<file path="config.mk">
export PLATFORM = sky130hd
export DESIGN_NAME = dma_loader
export DESIGN_NICKNAME = d
export VERILOG_FILES = /design/src/rtl/dma_loader.sv
export SDC_FILE = /design/constraint.sdc
export NUM_CORES = 1
export LEC_CHECK = 0
export ABC_AREA = 1
export BUFFER_PORTS_ARGS = -buffer_cell sky130_fd_sc_hd__buf_2
export CAP_MARGIN = 30
export CORE_AREA = 4 4 51 53
export DETAILED_ROUTE_END_ITERATION = 10
export DIE_AREA = 0 0 55 57
export PLACE_DENSITY = 0.71
export SETUP_SLACK_MARGIN = 0.2
export SLEW_MARGIN = 20
export SYNTH_ARGS = -nofsm -noshare
export SYNTH_HDL_FRONTEND = slang
export SYNTH_SLANG_ARGS = --single-unit
</file>
<file path="constraint.sdc">
create_clock -name clk -period 0.8 [get_ports clk]
set_input_delay 0.16 -clock clk [delete_from_list [all_inputs] [get_ports clk]]
set_output_delay 0.16 -clock clk [all_outputs]
set_load 0.01 [all_outputs]
</file>
<file path="src/rtl/dma_loader.sv">
// dma_loader: host byte-stream loader into weight/input/instruction buffers with single writes, START and bursts.
// Burst mode (BURST state, counter, busy, burst_done) is built only when DMA_LOADER_BURST_EN is defined.
module dma_loader #(
  parameter int DATA_W = 8,
  parameter int ADDR_W = 4,
  parameter int DEPTH  = 16,
  parameter int NUM_CH = 3
) (
  input  logic              clk,
  input  logic              reset,
  input  logic [7:0]        uio_in,
  input  logic [DATA_W-1:0] ui_in,
  output logic [NUM_CH-1:0] wr_en,
  output logic [ADDR_W-1:0] wr_addr,
  output logic [DATA_W-1:0] wr_data,
  output logic              start,
  output logic              busy,
  output logic              burst_done,
  output logic              err
);
  localparam logic [2:0] OP_START = 3'd4, OP_BEGIN = 3'd5, OP_ABORT = 3'd6, OP_RSV = 3'd7;
  localparam logic [ADDR_W:0] DEPTH_L = (ADDR_W+1)'(DEPTH);
  localparam logic [2:0] NCH_L = 3'(NUM_CH);
  logic [2:0] op, sch;
  logic [ADDR_W-1:0] addr;
  logic single, single_ok, prev_start, in_burst, begin_ok, unused_bits;
  logic [NUM_CH-1:0] wr_en_n;
  logic [ADDR_W-1:0] wr_addr_n;
  logic [DATA_W-1:0] wr_data_n;
  logic start_n, busy_n, done_n, err_n;
  assign op = uio_in[7:5];
  assign addr = uio_in[ADDR_W-1:0];
  assign sch = op - 3'd1;
  assign single = op inside {3'd1, 3'd2, 3'd3};
  assign single_ok = (sch < NCH_L) && ({1'b0, addr} < DEPTH_L);
  assign unused_bits = ^uio_in;
`ifdef DMA_LOADER_BURST_EN
  localparam logic [ADDR_W:0] LAST_L = (ADDR_W+1)'(DEPTH - 1);
  typedef enum logic {IDLE, BURST} state_t;
  state_t state, state_n;
  logic [ADDR_W-1:0] cnt, cnt_n;
  logic [1:0] ch, ch_n;
  logic strobe, last;
  assign strobe = uio_in[4];
  assign last = {1'b0, cnt} == LAST_L;
  assign in_burst = state == BURST;
  assign begin_ok = {1'b0, uio_in[1:0]} < NCH_L;
  always_ff @(posedge clk or posedge reset)
    if (reset) begin
      state <= IDLE;
      cnt <= '0;
      ch <= '0;
    end else begin
      state <= state_n;
      cnt <= cnt_n;
      ch <= ch_n;
    end
  always_comb begin
    state_n = state;
    cnt_n = cnt;
    ch_n = ch;
    if (!in_burst && op == OP_BEGIN && begin_ok) begin
      state_n = BURST;
      cnt_n = '0;
      ch_n = uio_in[1:0];
    end else if (in_burst && op == OP_ABORT) state_n = IDLE;
    else if (in_burst && strobe) begin
      state_n = last ? IDLE : BURST;
      cnt_n = last ? cnt : cnt + ADDR_W'(1);
    end
  end
`else
  assign in_burst = 1'b0;
  assign begin_ok = 1'b0;
`endif
  always_comb begin
    wr_en_n = '0;
    wr_addr_n = wr_addr;
    wr_data_n = wr_data;
    done_n = 1'b0;
    busy_n = 1'b0;
    err_n = err;
    start_n = !in_burst && op == OP_START && !prev_start;
    if (!in_burst) begin
      if (single && single_ok) begin
        wr_en_n = NUM_CH'(1) << sch;
        wr_addr_n = addr;
        wr_data_n = ui_in;
      end
      err_n = err | (single && !single_ok) | (op == OP_RSV) | (op == OP_BEGIN && !begin_ok);
      busy_n = op == OP_BEGIN && begin_ok;
    end
`ifdef DMA_LOADER_BURST_EN
    else if (op != OP_ABORT) begin
      if (strobe) begin
        wr_en_n = NUM_CH'(1) << ch;
        wr_addr_n = cnt;
        wr_data_n = ui_in;
        done_n = last;
      end
      busy_n = !(strobe && last);
      err_n = err | (op inside {3'd1, 3'd2, 3'd3, OP_START, OP_RSV});
    end
`endif
  end
  always_ff @(posedge clk or posedge reset)
    if (reset) begin
      wr_en <= '0;
      wr_addr <= '0;
      wr_data <= '0;
      start <= 1'b0;
      busy <= 1'b0;
      burst_done <= 1'b0;
      err <= 1'b0;
      prev_start <= 1'b0;
    end else begin
      wr_en <= wr_en_n;
      wr_addr <= wr_addr_n;
      wr_data <= wr_data_n;
      start <= start_n;
      busy <= busy_n;
      burst_done <= done_n;
      err <= err_n;
      prev_start <= op == OP_START;
    end
endmodule

</file>
==> impl_metrics.toml <==
[detailed_routing]
wire_per_inst_um = 13.5
vias = 849
drtAntennaViolNets = 0
dr.first_iter.drc_count = 28
routed_via_density = 4.64
wl_um = 2470
drc = 0
first_pass_iters = 4

[global_route]
grt_pass1_vias = 833
grt_pass1_wl_um = 3730
overflow = 0
grt_usage_pct = 16.3
grt_max_degree = 19
antenna_found_initial = 0

[placed_design]
gp_congestion = 0.723
io_buffers = 33
hpwlAfterDp_um = 1390
dpl_cell_area_sq_mm = 0.00109

[worst_setup_path]
critical_path_class = "register to primary output"
crit_family = "flip-flops"
critPathBufInv = 1
critical-path-max-stage-delay_ns = 0.40
critPathLaunchType = "register"
crit_fanout = 2
worstPathArrival_ns = 0.83
cp-end-kind = "primary output"
crit_chain = "buf_2"
crit_required_ns = 0.64
slowest_stage = "dfrtp_1"

[synthesis]
synth-compound-area-share_pct = 1.18
yosysMostFrequentCell = "nand2_1"
yosys.area_share.simple_pct = 27.3
synth_top_area_share_pct = 53.1
synth-xor-area-share_pct = 0
syn_area_sq_um = 848
synthFlopType = "dfrtp_1"
synth_warnings = 0
synth_area_leaders = "dfrtp_1 53%, nand2_1 14%, nand3_1 7.7%, ha_1 7.4%, inv_1 4.9%"
ys_async_sr_fraction_pct = 100
synth_mux_area_share_pct = 0
synth_top_cell_by_area = "dfrtp_1"
synth-edff-count = 0
ys_seq_area_share_pct = 53.1
synth_top_family_by_area = "simple AND/OR/NAND/NOR gates"
synth-adder-area-share_pct = 7.37
synth.distinct_cells = 14
ys_seq_elements = 18
syn_area_per_cell_sq_um = 8.75
synth_common_cells = "32 x nand2_1, 18 x dfrtp_1, 13 x nand3_1"
syn_inst = 97

[clock_tree]
insertion_delay_ns = 0.28
h-tree-depth = 1
cts_max_path_buffers = 2
cts_root_buf = "clkbuf_4"
cts_buffers = 3
clock_sinks = 18
cts_tree = "done"
clk_pin_slew_ns = 0.09

[sta]
hold_viol_final = 18
finalHoldWorstSlack_ns = -0.129
finalCritPeriodShare_pct = 123
layout_min_cycle_time_ns = 0.985
setup_violations = 32
tns_ns = -4.77
rsz0062_at_grt = "yes"
fin_skew_ns = 0.000200
setup_ws_ns = -0.185
fmax_mhz = 1020
slew_violations = 0

[floorplan]
fp-row-count = 17
start_util_pct = 39.5
die_w_um = 55
die_h_um = 57
design.core.area_sq_mm = 0.00215
dieArea_sq_mm = 0.00314
top_level_ports = 37

[layout]
syn2layout_area_growth_pct = 74.6
nFillCells = 146
insertedDiodeCount = 0
postLayoutCellArea_sq_mm = 0.00148
finalNetCount = 180
drive_gt1_share_pct = 62.6
fin_util_pct = 69.0

[pwr]
power.leakage_nw = 0.800
ir_drop_uv = 1020
p_per_area_mw_per_mm2 = 1730

[outcome]
status = "finished with violations"
violations = "hold timing, setup timing"

[hold_path]
hp-class = "input port to asynchronous set/reset pin"

[flow_run]
maxCapViolCount = 0
-- power breakdown --
part           leakage, nW  switching, mW  internal (mW)
Combinational        0.557          0.477          0.532
Sequential           0.229         0.0718           1.05
Clock               0.0138          0.256          0.175
Total                0.800          0.805           1.75
-- final cells by class --
cell class,instances,area [sq um],share of cell area (%)
Timing Repair Buffer,59,464,31.3
Sequential cell,18,450,30.4
Multi-Input combinational cell,63,447,30.2
Inverter,12,62.6,4.22
Tap cell,28,35.0,2.36
Clock buffer,3,22.5,1.52
-- routing by layer --
| layer | part of all wire, % | global-route usage (%) | wire [um] | up-vias |
|---|---|---|---|---|
| li1 | - | - | - | 412 |
| met1 | 39 | 19.5 | 956 | 403 |
| met2 | 56 | 28.4 | 1380 | 32 |
| met3 | 4.8 | 2.61 | 118 | 2 |
| met4 | 0.89 | 6.25 | 22 | 0 |
| met5 | 0 | 0 | 0 | - |
-- worst paths after layout --
check | cells past startpoint | slack [ns] | start | endpoint
worst max-delay path | 1 | -0.19 | wr_data[3] | wr_data[3]
worst min-delay path | 3 | -0.13 | reset | start
worst max register to register | 4 | -0.11 | wr_addr[3] | wr_addr[3]
worst min register to register | 1 | 0.42 | prev_start | start
max in group asynchronous | 3 | 0.74 | reset | err
min in group clk | 3 | 0.10 | ui_in[0] | wr_data[0]
-- what timing repair did --
item                       CTS  global route
setup endpoints to repair   33            33
resized for setup           31            14
pin swaps                   15             8
buffers inserted            12             6
gates cloned                 1             0
hold endpoints to repair    18            18
-- layout by cell type (no fill, tap or decap) --
cell type and count:
inv_12 1, nand3_4 1, buf_12 3, dfrtp_1 18
buf_8 1, buf_2 28, ha_2 3, nor2_4 2
conb_1 2, inv_6 1, inv_1 6, nand3_2 12
nand2_1 27, buf_4 19, inv_2 4, nor2_2 1
buf_16 1, ha_4 2, nor2_1 4, nand4_1 1
nand2_2 6, buf_6 7, o21ai_2 2, clkbuf_4 3
-- sequential cells by signal, indices dropped and copies added (netlist names) --
name,flops
wr_addr,4
start,1
err,1
wr_data,8
wr_en,3
prev_start,1
-- metrics by stage --
stage / total power, mW / setup slack [ns] / cells
after floorplan: 1.46 / -0.251 / 98
after global placement: 1.69 / -0.494 / 161
after detailed placement: 1.70 / -0.552 / 161
after CTS: 2.40 / -0.197 / 177
after global routing: 2.71 / -0.227 / 183
final: 2.56 / -0.185 / 183
-- cell families after synthesis --
logic type | count (synthesis)
DFF | 18
and+or+nand+nor | 54
buffers and inverters | 17
other | 1
adders and majority gates | 5
AOI/OAI and AO/OA | 2
Note: power is estimated with default switching activity, not from simulation.
